## src/rtl/cpu_bus_pkg.sv

```systemverilog
// Shared definitions for the SRAM-like bus arbiter: FSM states, owner tags, size codes.
package cpu_bus_pkg;

  // IDLE   : free to arbitrate, winner picked combinationally
  // LOCK_I : fetch granted, waiting for bus_addr_ok
  // LOCK_D : load/store granted, waiting for bus_addr_ok
  typedef enum logic [1:0] {
    IDLE   = 2'd0,
    LOCK_I = 2'd1,
    LOCK_D = 2'd2
  } arb_state_t;

  typedef enum logic {
    OWN_I = 1'b0,
    OWN_D = 1'b1
  } owner_t;

  localparam logic [1:0] SZ_WORD = 2'b10;

endpackage

```

## src/rtl/owner_fifo.sv

```systemverilog
// In-order tracker of accepted bus transactions: one {owner, drop} entry per
// outstanding request. Fetch entries can be marked dropped by a pipeline kill
// so their responses are swallowed when they reach the head.
module owner_fifo
  import cpu_bus_pkg::*;
#(
  parameter int DEPTH = 2,
  localparam int PW = (DEPTH > 1) ? $clog2(DEPTH) : 1,
  localparam int CW = $clog2(DEPTH) + 1
) (
  input  logic          clk,
  input  logic          resetn,
  input  logic          push,
  input  owner_t        push_owner,
  input  logic          pop,
  input  logic          kill_inst,
  output owner_t        head_owner,
  output logic          head_drop,
  output logic [CW-1:0] count
);

  localparam logic [CW-1:0] DEPTH_C = CW'(DEPTH);

  owner_t           own_q [DEPTH];
  logic [DEPTH-1:0] drop_q;
  logic [PW-1:0]    wr_ptr;
  logic [PW-1:0]    rd_ptr;
  logic             push_ok;
  logic             pop_ok;

  // A response with nothing outstanding is ignored; a full FIFO never takes a push.
  assign push_ok = push && (count != DEPTH_C);
  assign pop_ok  = pop && (count != '0);

  assign head_owner = own_q[rd_ptr];
  assign head_drop  = drop_q[rd_ptr];

  // Entry storage, kill marking and pointer/occupancy bookkeeping.
  always_ff @(posedge clk or negedge resetn) begin
    if (!resetn) begin
      for (int i = 0; i < DEPTH; i++) own_q[i] <= OWN_I;
      drop_q <= '0;
      wr_ptr <= '0;
      rd_ptr <= '0;
      count  <= '0;
    end else begin
      for (int i = 0; i < DEPTH; i++) begin
        if (kill_inst && own_q[i] == OWN_I) drop_q[i] <= 1'b1;
      end
      if (push_ok) begin
        own_q[wr_ptr]  <= push_owner;
        drop_q[wr_ptr] <= kill_inst && (push_owner == OWN_I);
        wr_ptr         <= wr_ptr + 1'b1;
      end
      if (pop_ok) rd_ptr <= rd_ptr + 1'b1;
      unique case ({push_ok, pop_ok})
        2'b10:   count <= count + 1'b1;
        2'b01:   count <= count - 1'b1;
        default: count <= count;
      endcase
    end
  end

`ifndef SYNTHESIS
  // Bus agent must never answer when nothing is outstanding.
  assert property (@(posedge clk) disable iff (!resetn) !(pop && count == '0))
    else $error("owner_fifo: bus_data_ok with no outstanding transaction");
`endif

endmodule

```

## src/rtl/sram_bus_arbiter.sv

```systemverilog
// Arbiter merging a fetch port and a load/store port onto one SRAM-like bus.
// Build option: define ARB_RR_EN for round-robin arbitration; otherwise data
// always wins over fetch.
module sram_bus_arbiter
  import cpu_bus_pkg::*;
#(
  parameter int OUTST_DEPTH = 2
) (
  input  logic        clk,
  input  logic        resetn,
  input  logic        inst_req,
  input  logic [31:0] inst_addr,
  output logic        inst_addr_ok,
  output logic        inst_data_ok,
  output logic [31:0] inst_rdata,
  input  logic        inst_kill,
  input  logic        data_req,
  input  logic        data_wr,
  input  logic [1:0]  data_size,
  input  logic [31:0] data_addr,
  input  logic [31:0] data_wdata,
  output logic        data_addr_ok,
  output logic        data_data_ok,
  output logic [31:0] data_rdata,
  output logic        bus_req,
  output logic        bus_wr,
  output logic [1:0]  bus_size,
  output logic [31:0] bus_addr,
  output logic [31:0] bus_wdata,
  input  logic        bus_addr_ok,
  input  logic        bus_data_ok,
  input  logic [31:0] bus_rdata
);

  localparam int CW = $clog2(OUTST_DEPTH) + 1;
  localparam logic [CW-1:0] DEPTH_C = CW'(OUTST_DEPTH);

  arb_state_t    state;
  arb_state_t    state_nxt;
  owner_t        grant;
  owner_t        head_owner;
  logic          head_drop;
  logic          grant_req;
  logic          space;
  logic          accept;
  logic          pop_ok;
  logic [CW-1:0] count;

`ifdef ARB_RR_EN
  logic rr_data;
`endif

  // Winner selection: frozen while locked, arbitrated when idle.
  always_comb begin
    grant = OWN_D;
    unique case (state)
      LOCK_I: grant = OWN_I;
      LOCK_D: grant = OWN_D;
      default: begin
`ifdef ARB_RR_EN
        if (inst_req && data_req) grant = rr_data ? OWN_D : OWN_I;
        else                      grant = data_req ? OWN_D : OWN_I;
`else
        grant = data_req ? OWN_D : OWN_I;
`endif
      end
    endcase
  end

  // Occupancy comes from registered state only, so a same-cycle response
  // cannot open a slot for a new request.
  assign space     = count < DEPTH_C;
  assign grant_req = (grant == OWN_D) ? data_req : inst_req;
  assign bus_req   = resetn && grant_req && space;
  assign accept    = bus_req && bus_addr_ok;

  assign bus_wr    = (grant == OWN_D) ? data_wr    : 1'b0;
  assign bus_size  = (grant == OWN_D) ? data_size  : SZ_WORD;
  assign bus_addr  = (grant == OWN_D) ? data_addr  : inst_addr;
  assign bus_wdata = (grant == OWN_D) ? data_wdata : 32'h0;

  assign inst_addr_ok = accept && (grant == OWN_I);
  assign data_addr_ok = accept && (grant == OWN_D);

  // A kill in the pop cycle also suppresses a fetch head not yet marked dropped.
  assign pop_ok       = resetn && bus_data_ok && (count != '0);
  assign inst_data_ok = pop_ok && (head_owner == OWN_I) && !head_drop && !inst_kill;
  assign data_data_ok = pop_ok && (head_owner == OWN_D) && !head_drop;
  assign inst_rdata   = bus_rdata;
  assign data_rdata   = bus_rdata;

  // Lock onto the winner until the bus accepts its address.
  always_comb begin
    state_nxt = state;
    unique case (state)
      IDLE: begin
        if (bus_req && !bus_addr_ok) state_nxt = (grant == OWN_I) ? LOCK_I : LOCK_D;
      end
      LOCK_I, LOCK_D: begin
        if (accept) state_nxt = IDLE;
      end
      default: state_nxt = IDLE;
    endcase
  end

  // State register.
  always_ff @(posedge clk or negedge resetn) begin
    if (!resetn) state <= IDLE;
    else         state <= state_nxt;
  end

`ifdef ARB_RR_EN
  // After a contested grant, favour the loser on the next conflict.
  always_ff @(posedge clk or negedge resetn) begin
    if (!resetn) begin
      rr_data <= 1'b1;
    end else if (state == IDLE && bus_req && inst_req && data_req) begin
      rr_data <= (grant == OWN_I);
    end
  end
`endif

  owner_fifo #(
    .DEPTH (OUTST_DEPTH)
  ) u_owner_fifo (
    .clk        (clk),
    .resetn     (resetn),
    .push       (accept),
    .push_owner (grant),
    .pop        (bus_data_ok),
    .kill_inst  (inst_kill),
    .head_owner (head_owner),
    .head_drop  (head_drop),
    .count      (count)
  );

endmodule

```

## config.mk

```make
export PLATFORM = sky130hd
export DESIGN_NAME = sram_bus_arbiter
export DESIGN_NICKNAME = d
export VERILOG_FILES = /design/src/rtl/cpu_bus_pkg.sv /design/src/rtl/owner_fifo.sv /design/src/rtl/sram_bus_arbiter.sv
export SDC_FILE = /design/constraint.sdc
export NUM_CORES = 1
export LEC_CHECK = 0
export ABC_AREA = 1
export BUFFER_PORTS_ARGS = -buffer_cell sky130_fd_sc_hd__buf_2
export CAP_MARGIN = 20
export CORE_AREA = 2 2 107 109
export DETAILED_ROUTE_END_ITERATION = 10
export DIE_AREA = 0 0 109 111
export PLACE_DENSITY_LB_ADDON = 0.12
export SLEW_MARGIN = 20
export SYNTH_ARGS = -nofsm -noshare
export SYNTH_HDL_FRONTEND = slang
export SYNTH_SLANG_ARGS = --single-unit
```

## constraint.sdc

```tcl
create_clock -name clk -period 4 [get_ports clk]
set_input_delay 0.2 -clock clk [delete_from_list [all_inputs] [get_ports clk]]
set_output_delay 0.2 -clock clk [all_outputs]
set_load 0.02 [all_outputs]
```

==> qor.tcl, run 1 <==
set qor(finish.instance_area_mm2) 0.002407
set qor(ff2ff_setup_slack_ns) 2.02
set qor(muxShareOfSynthArea) 0
set qor(synth_largest_type_area_fraction) 0.2897
set qor(worstSetupStartpointType) {register}
set qor(floorplan.initialDensity) 0.1614
set qor(ys_top_cells_by_area) {buf_4 (29%), nand2_1 (23%), dfrtp_1 (14%)}
set qor(arrival_ns) 2.43
set qor(numClockSinks) 10
set qor(yosys_warnings) 0
set qor(critical_path.most_common_cell) {nand2_1}
set qor(relSlewSlack) 0.4235
set qor(endpoint_kind) {primary output}
set qor(gp_congestion) 0.8655
set qor(grt_antenna_before_repair) 1
set qor(final.setup_skew_ns) 0.001423
set qor(power_leakage_uw) 0.001640
set qor(cts_inserted_buffers) 3
set qor(drc_errors) 0
set qor(via_count) 2027
set qor(global_route_met3_utilization) 0.03116
set qor(synth-adder-area-share) 0.02099
set qor(final_hold_viol_count) 0
set qor(setup_viol) 0
set qor(synth-xor-area-share) 0.01959
set qor(ctsHtreeMaxLevel) 1
set qor(cts_post_setup_buffers_inserted) 0
set qor(period_needed_ns) 2.626
set qor(synthesis.nets) 459
set qor(grt_pass1_vias) 1970
set qor(finalNonFillerCells) 570
set qor(irDropWorstVdd_uv) 265.5
set qor(reg2reg_depth) 11
set qor(cell_chain_critical_path) {inv_1 -> ha_1 -> inv_1 -> nand2_2 -> nand2_1 -> inv_2 -> buf_4 -> nand2_1 -> nand2_1 -> buf_2}
set qor(route.detailed.vias_per_inst) 3.556
set qor(gr-usage-met2) 0.1834
set qor(synth_area_mm2) 0.001788
set qor(dr.first_iter.drc_count) 85
set qor(finalMaxSlewViolations) 0
set qor(die_h_um) 111
set qor(worst_min_path_start) {bus_data_ok}
set qor(syn_inst) 318
set qor(final_net_count) 569
set qor(fin_crit_share) 0.6566
set qor(die_area_mm2) 0.01210
set qor(numPortBuffers) 177
set qor(timing.fmax_mhz) 380.7
set qor(antenna_violating_nets_post_route) 0
set qor(worst_hold_path.endpoint) {u_owner_fifo.rd_ptr}
set qor(post_synth.cell_area_avg_um2) 5.623
set qor(reg2reg_start) {state[1]}
set qor(layout-drive-gt1-share) 0.4484
set qor(drtPass1Iterations) 4
set qor(cell_type_with_the_largest_total_area_after_synthesis) {buf_4}
set qor(yosysSeqAreaShare) 0.1400
set qor(chipWidth_um) 109
set qor(ys_types) 21
set qor(global_route.peak_usage_layer) {met2}
set qor(cp_required_ns) 3.80
set qor(r2r-end) {u_owner_fifo.count[1]}
set qor(num_io_pins) 274
set qor(power.density_cell_area_mw_per_mm2) 651.1
set qor(finalHoldWorstSlack_ns) 0.2962
set qor(cts-root-buf) {clkbuf_16}
set qor(whs_path_depth) 3
set qor(layout.cells.most_common) {buf_2}
set qor(number_of_gates_given_a_new_drive_strength_after_cts) 0
set qor(grtUsageMet1) 0.1134
set qor(synth.ff_latch_count) 10
set qor(criticalPathCategory) {register to primary output}
set qor(grt_pass1_wl_mm) 9.701
set qor(cts.path.max_buffers) 2
set qor(grt-ovfl-total) 0
set qor(critical_path_peak_fanout) 54
set qor(outcome) {finished, final reports clean}
set qor(grt_start_max_net_pins) 55
set qor(synth_compound_gate_area_share) 0.03079
set qor(dpl-instance-area_mm2) 0.002320
set qor(detail_route.wirelength_mm) 6.570
set qor(worstMarginPinSlew_ns) 0.8648
set qor(critical-path-max-stage-delay_ns) 0.62
set qor(unrepaired_setup_endpoints_after_global_routing) {no}
set qor(tritoncts) {done}
set qor(core_area_mm2) 0.01108
set qor(drv_cap) 0
set qor(timing.hold.worst.class) {input pin to register}
set qor(place.detailed.instances) 565
set qor(cpMaxStageDelayCell) {inv_2}
set qor(final_cell_mix) {buf_2 (177), nand2_1 (111), inv_1 (47)}
set qor(largest_family_of_logic_cells_by_synthesized_area) {buffers and inverters}
set qor(place.detailed.hpwl_mm) 5.573
set qor(post_drt_wl_per_cell_um) 11.53
set qor(layout-area-overhead-vs-synth_pct) 34.64
set qor(cts.reportedPaths.clkPinSlew_ns) 0.04
set qor(setup-tns-final_ns) 0
set qor(synth_simple_gate_area_share) 0.3814
set qor(worst_skew_late_latency_ns) 0.23
set qor(rows) 39
set qor(grt_use_total) 0.09982
## cells by family (layout without fill, tap and decap cells)
logic type | Yosys count | count (layout)
AND/OR/NAND/NOR | 167 | 167
buffers and inverters | 123 | 231
AO/OA/AOI/OAI | 11 | 11
flip-flops | 10 | 10
XOR/XNOR | 4 | 4
adder cells (fa/ha/maj) | 3 | 3
other | 0 | 1
## worst max path at each step
stage          startpoint                     to
2_1_floorplan    state[0]  u_owner_fifo.count[1]
3_3_place_gp     state[1]           bus_addr[15]
3_5_place_dp     state[1]            bus_addr[1]
4_1_cts          state[1]            bus_addr[1]
5_1_grt          state[0]            bus_addr[1]
6_report         state[1]            bus_addr[1]
## state kept, by name, indices dropped and copies added, names as in the netlist
signal               flops
u_owner_fifo.own_q       2
u_owner_fifo.drop_q      2
u_owner_fifo.wr_ptr      1
state                    2
u_owner_fifo.rd_ptr      1
u_owner_fifo.count       2
## per-stage QoR
stage	setup slack, ns	utilization	total power, uW
2_1_floorplan	2.141	-	1132
3_3_place_gp	1.547	0.2094	1436
3_5_place_dp	1.519	0.2094	1423
4_1_cts	1.268	0.2171	1607
5_1_grt	1.064	0.2171	1735
6_report	1.374	0.2173	1567
## synth_stat cells (all sizes together)
| cell | instances |
|---|---|
| nand2 | 115 |
| buf | 75 |
| inv | 48 |
| nor2 | 44 |
| dfrtp | 10 |
| o21ai | 8 |
| nand3 | 5 |
| a21oi | 3 |
| ha | 3 |
| xnor2 | 2 |
| xor2 | 2 |
| nand4 | 1 |
| nor3 | 1 |
| or2 | 1 |
## power breakdown
part / switching, uW / internal (uW) / total (uW) / leakage (uW)
Clock: 43.9 / 129 / 173 / 0.0000370
Sequential: 36.5 / 152 / 188 / 0.000116
Combinational: 824 / 381 / 1210 / 0.00149
## what timing repair did
action / 4_1_cts / 5_1_grt
endpoints found under the setup margin: 0 / 0
endpoints found under the hold margin: 10 / 0
hold buffers: 1 / 0
## layer usage
layer | up-vias | wire length (um) | share of wire
li1 | 1074 | - | -
met1 | 832 | 2544 | 0.39
met2 | 117 | 3285 | 0.50
met3 | 4 | 723 | 0.11
met4 | 0 | 17 | 0.0026
met5 | - | 0 | 0
## critical path: cells and delay by family (launching register included)
family                     cells  cell delay, ns
and+or+nand+nor                4            0.28
DFF                            1            0.36
buffers and inverters          5            1.25
adders and majority gates      1            0.31
## cell type report
type                            instances  area, um^2
Multi-Input combinational cell        185       809.5
Clock buffer                            3       75.07
Inverter                               48       180.2
Tap cell                              143       178.9
Sequential cell                        10       250.2
Fill cell                            1302        8670
Antenna cell                            1       2.502
Timing Repair Buffer                  180       910.9
No activity file was read; power rests on OpenSTA's default activity.
==> inputs of run 2 (changes only) <==
==> constraint.sdc (replaced) <==
create_clock -name clk -period 2.4 [get_ports clk]
set_input_delay 0.12 -clock clk [delete_from_list [all_inputs] [get_ports clk]]
set_output_delay 0.12 -clock clk [all_outputs]
set_load 0.02 [all_outputs]
==> run 2 against run 1 <==
Combinational power rose by 68%. Clock power rose by 92%. Critical endpoint is now bus_addr[0]. Sequential power rose by 66%. Hold slack got worse by 0.068 ns. Largest power group unchanged. Utilization rose by 0.26 points.
==> qor.tcl, run 2 (synthesis gave the netlist of run 1 again) <==
set qor(outcome) {finished, final reports clean} ;# unchanged
set qor(cpMaxStageDelayCell) {buf_4} ;# was inv_2
set qor(timing.fmax_mhz) 463.7
set qor(irDropWorstVdd_uv) 386.7 ;# was 265.5 uV
set qor(fin_crit_share) 0.8986
set qor(grt_pass1_wl_mm) 9.349 ;# was 9.701 mm
set qor(final.setup_skew_ns) 0.0004578 ;# was 0.001423 ns
set qor(post_drt_wl_per_cell_um) 11.54 ;# was 11.53 um
set qor(critical-path-max-stage-delay_ns) 0.39 ;# was 0.62 ns
set qor(gp_congestion) 0.8137 ;# was 0.8655
set qor(setup-tns-final_ns) 0 ;# unchanged
set qor(worstMarginPinSlew_ns) 0.4309 ;# was 0.8648 ns
set qor(tritoncts) {done} ;# unchanged
set qor(power_switching_uw) 1531 ;# was 904.7 uW
set qor(final_net_count) 571 ;# was 569
set qor(drtPass1Iterations) 4 ;# unchanged
set qor(ctsHtreeMaxLevel) 1 ;# unchanged
set qor(top_layer_used) {met4} ;# unchanged
set qor(cts-root-buf) {clkbuf_16} ;# unchanged
set qor(via_count) 2065 ;# was 2027
set qor(cts.reportedPaths.clkPinSlew_ns) 0.04 ;# about the same
set qor(route.detailed.vias_per_inst) 3.604 ;# was 3.556
set qor(finalNonFillerCells) 573 ;# was 570
set qor(relSlewSlack) 0.7127 ;# was 0.4235
set qor(period_needed_ns) 2.157
set qor(unrepaired_setup_endpoints_after_global_routing) {no} ;# unchanged
set qor(finalMaxSlewViolations) 0 ;# unchanged
set qor(worst_skew_late_latency_ns) 0.23 ;# about the same
set qor(timing.hold.worst.class) {input pin to register} ;# unchanged
set qor(grt_start_max_net_pins) 44 ;# was 55
set qor(chipWidth_um) 109 ;# unchanged
set qor(drv_cap) 0 ;# unchanged
set qor(internal-power_uw) 1149 ;# was 662.7 uW
set qor(floorplan.initialDensity) 0.1614 ;# unchanged
set qor(dr.first_iter.drc_count) 93 ;# was 85
set qor(place.detailed.hpwl_mm) 5.657 ;# was 5.573 mm
set qor(sequentialPowerShare) 0.117 ;# was 0.120
set qor(power.density_cell_area_mw_per_mm2) 1100 ;# was 651.1 mW/mm^2
set qor(arrival_ns) 2.04 ;# was 2.43 ns
set qor(cell_chain_critical_path) {inv_1 -> ha_1 -> inv_1 -> nand2_2 -> nand2_1 -> buf_4 -> nand2_1 -> nand2_1 -> buf_2} ;# was inv_1 -> ha_1 -> inv_1 -> nand2_2 -> nand2_1 -> inv_2 -> buf_4 -> nand2_1 -> nand2_1 -> buf_2
set qor(reg2reg_depth) 11 ;# unchanged
set qor(critical_path_peak_fanout) 37 ;# was 54
set qor(num_io_pins) 274 ;# unchanged
set qor(pwr-share-comb) 0.759 ;# was 0.769
set qor(numPortBuffers) 177 ;# unchanged
set qor(grt-ovfl-total) 0 ;# unchanged
set qor(met2_length_mm) 3.368 ;# was 3.285 mm
set qor(antenna_violating_nets_post_route) 0 ;# unchanged
set qor(numClockSinks) 10 ;# unchanged
set qor(rows) 39 ;# unchanged
set qor(grt_use_total) 0.09627 ;# was 0.09982
set qor(worstSetupStartpointType) {register} ;# unchanged
set qor(swShare) 0.5713 ;# was 0.5772
set qor(criticalPathCategory) {register to primary output} ;# unchanged
set qor(final_hold_viol_count) 0 ;# unchanged
set qor(critical_path.most_common_cell) {nand2_1} ;# unchanged
set qor(whs_path_depth) 3 ;# unchanged
set qor(layout-drive-gt1-share) 0.4522 ;# was 0.4484
set qor(share_clk_of_total_power) 0.124 ;# was 0.111
set qor(layout-area-overhead-vs-synth_pct) 36.25 ;# was 34.64%
set qor(wire_length_on_met1_mm) 2.498 ;# was 2.544 mm
set qor(core_area_mm2) 0.01108 ;# unchanged
set qor(die_area_mm2) 0.01210 ;# unchanged
set qor(met3RoutedLength_um) 733 ;# was 723 um
set qor(detail_route.wirelength_mm) 6.611 ;# was 6.570 mm
set qor(grt_pass1_vias) 1870 ;# was 1970
set qor(drc_errors) 0 ;# unchanged
set qor(endpoint_kind) {primary output} ;# unchanged
set qor(final_cell_mix) {buf_2 (177), nand2_1 (111), inv_1 (47)} ;# unchanged
set qor(die_h_um) 111 ;# unchanged
set qor(grt_antenna_before_repair) 1 ;# unchanged
set qor(cts_post_setup_buffers_inserted) 0 ;# unchanged
set qor(cts_inserted_buffers) 3 ;# unchanged
set qor(cp_required_ns) 2.28 ;# was 3.80 ns
set qor(place.detailed.instances) 567 ;# was 565
set qor(setup_viol) 0 ;# unchanged
set qor(power_leakage_uw) 0.001656 ;# was 0.001640 uW
set qor(layout.cells.most_common) {buf_2} ;# unchanged
set qor(finalCoreUtilization) 0.2199 ;# was 0.2173
set qor(cts.path.max_buffers) 2 ;# unchanged
run 2: metrics by stage:
stage | area (um^2) | power, uW | setup WS, ns | hold WS (ns)
after floorplan | 1788 | 1886 | 0.5415 | -0.1756
after global placement | 2335 | 2403 | 0.4498 | 0.08084
after detailed placement | 2335 | 2388 | 0.3748 | 0.07870
after CTS | 2434 | 2731 | 0.2059 | 0.2296
after global routing | 2434 | 2924 | 0.07384 | 0.2401
final | 2436 | 2680 | 0.2433 | 0.2284
run 2: worst max-delay path: cells and delay by family, from the launching register on:
kind | cells | cell delay, ns
adder cells (fa/ha/maj) | 1 | 0.33
buffers and inverters | 4 | 0.71
flip-flops | 1 | 0.35
AND/OR/NAND/NOR | 4 | 0.40
run 2: layout make-up:
class,count,area [um^2]
Antenna cell,1,2.502
Clock buffer,4,88.84
Fill cell,1296,8641
Inverter,48,180.2
Multi-Input combinational cell,185,809.5
Sequential cell,10,250.2
Tap cell,143,178.9
Timing Repair Buffer,182,925.9
run 2: worst paths after layout:
path	from	endpoint	slack, ns
worst min register to register	state[0]	state[0]	0.49
worst max-delay path	state[0]	bus_addr[0]	0.24
worst min-delay path	inst_kill	u_owner_fifo.drop_q[0]	0.23
max in group asynchronous	resetn	u_owner_fifo.drop_q[0]	1.88
worst max register to register	state[0]	u_owner_fifo.count[1]	0.37
min in group asynchronous	resetn	u_owner_fifo.wr_ptr	0.36
run 2: power by group through the flow:
| stage | sequential (uW) | combinational (uW) | clock [uW] |
|---|---|---|---|
| after global routing | 328 | 2250 | 343 |
| final | 313 | 2030 | 332 |
| after global placement | 317 | 2090 | 0 |
| after CTS | 315 | 2080 | 336 |
| after detailed placement | 316 | 2070 | 0 |
| after floorplan | 301 | 1590 | 0 |
run 2: timing repair:
item	in CTS	in global routing
resized for setup	0	0
endpoints found under the hold margin	10	0
endpoints found under the setup margin	0	0
hold buffers	1	0
run 2: layer usage:
metal  GRT usage  up-vias
met1      0.1097      862
met5           0        -
met2      0.1789      123
li1            -     1078
met4     0.01368        0
met3     0.02646        2
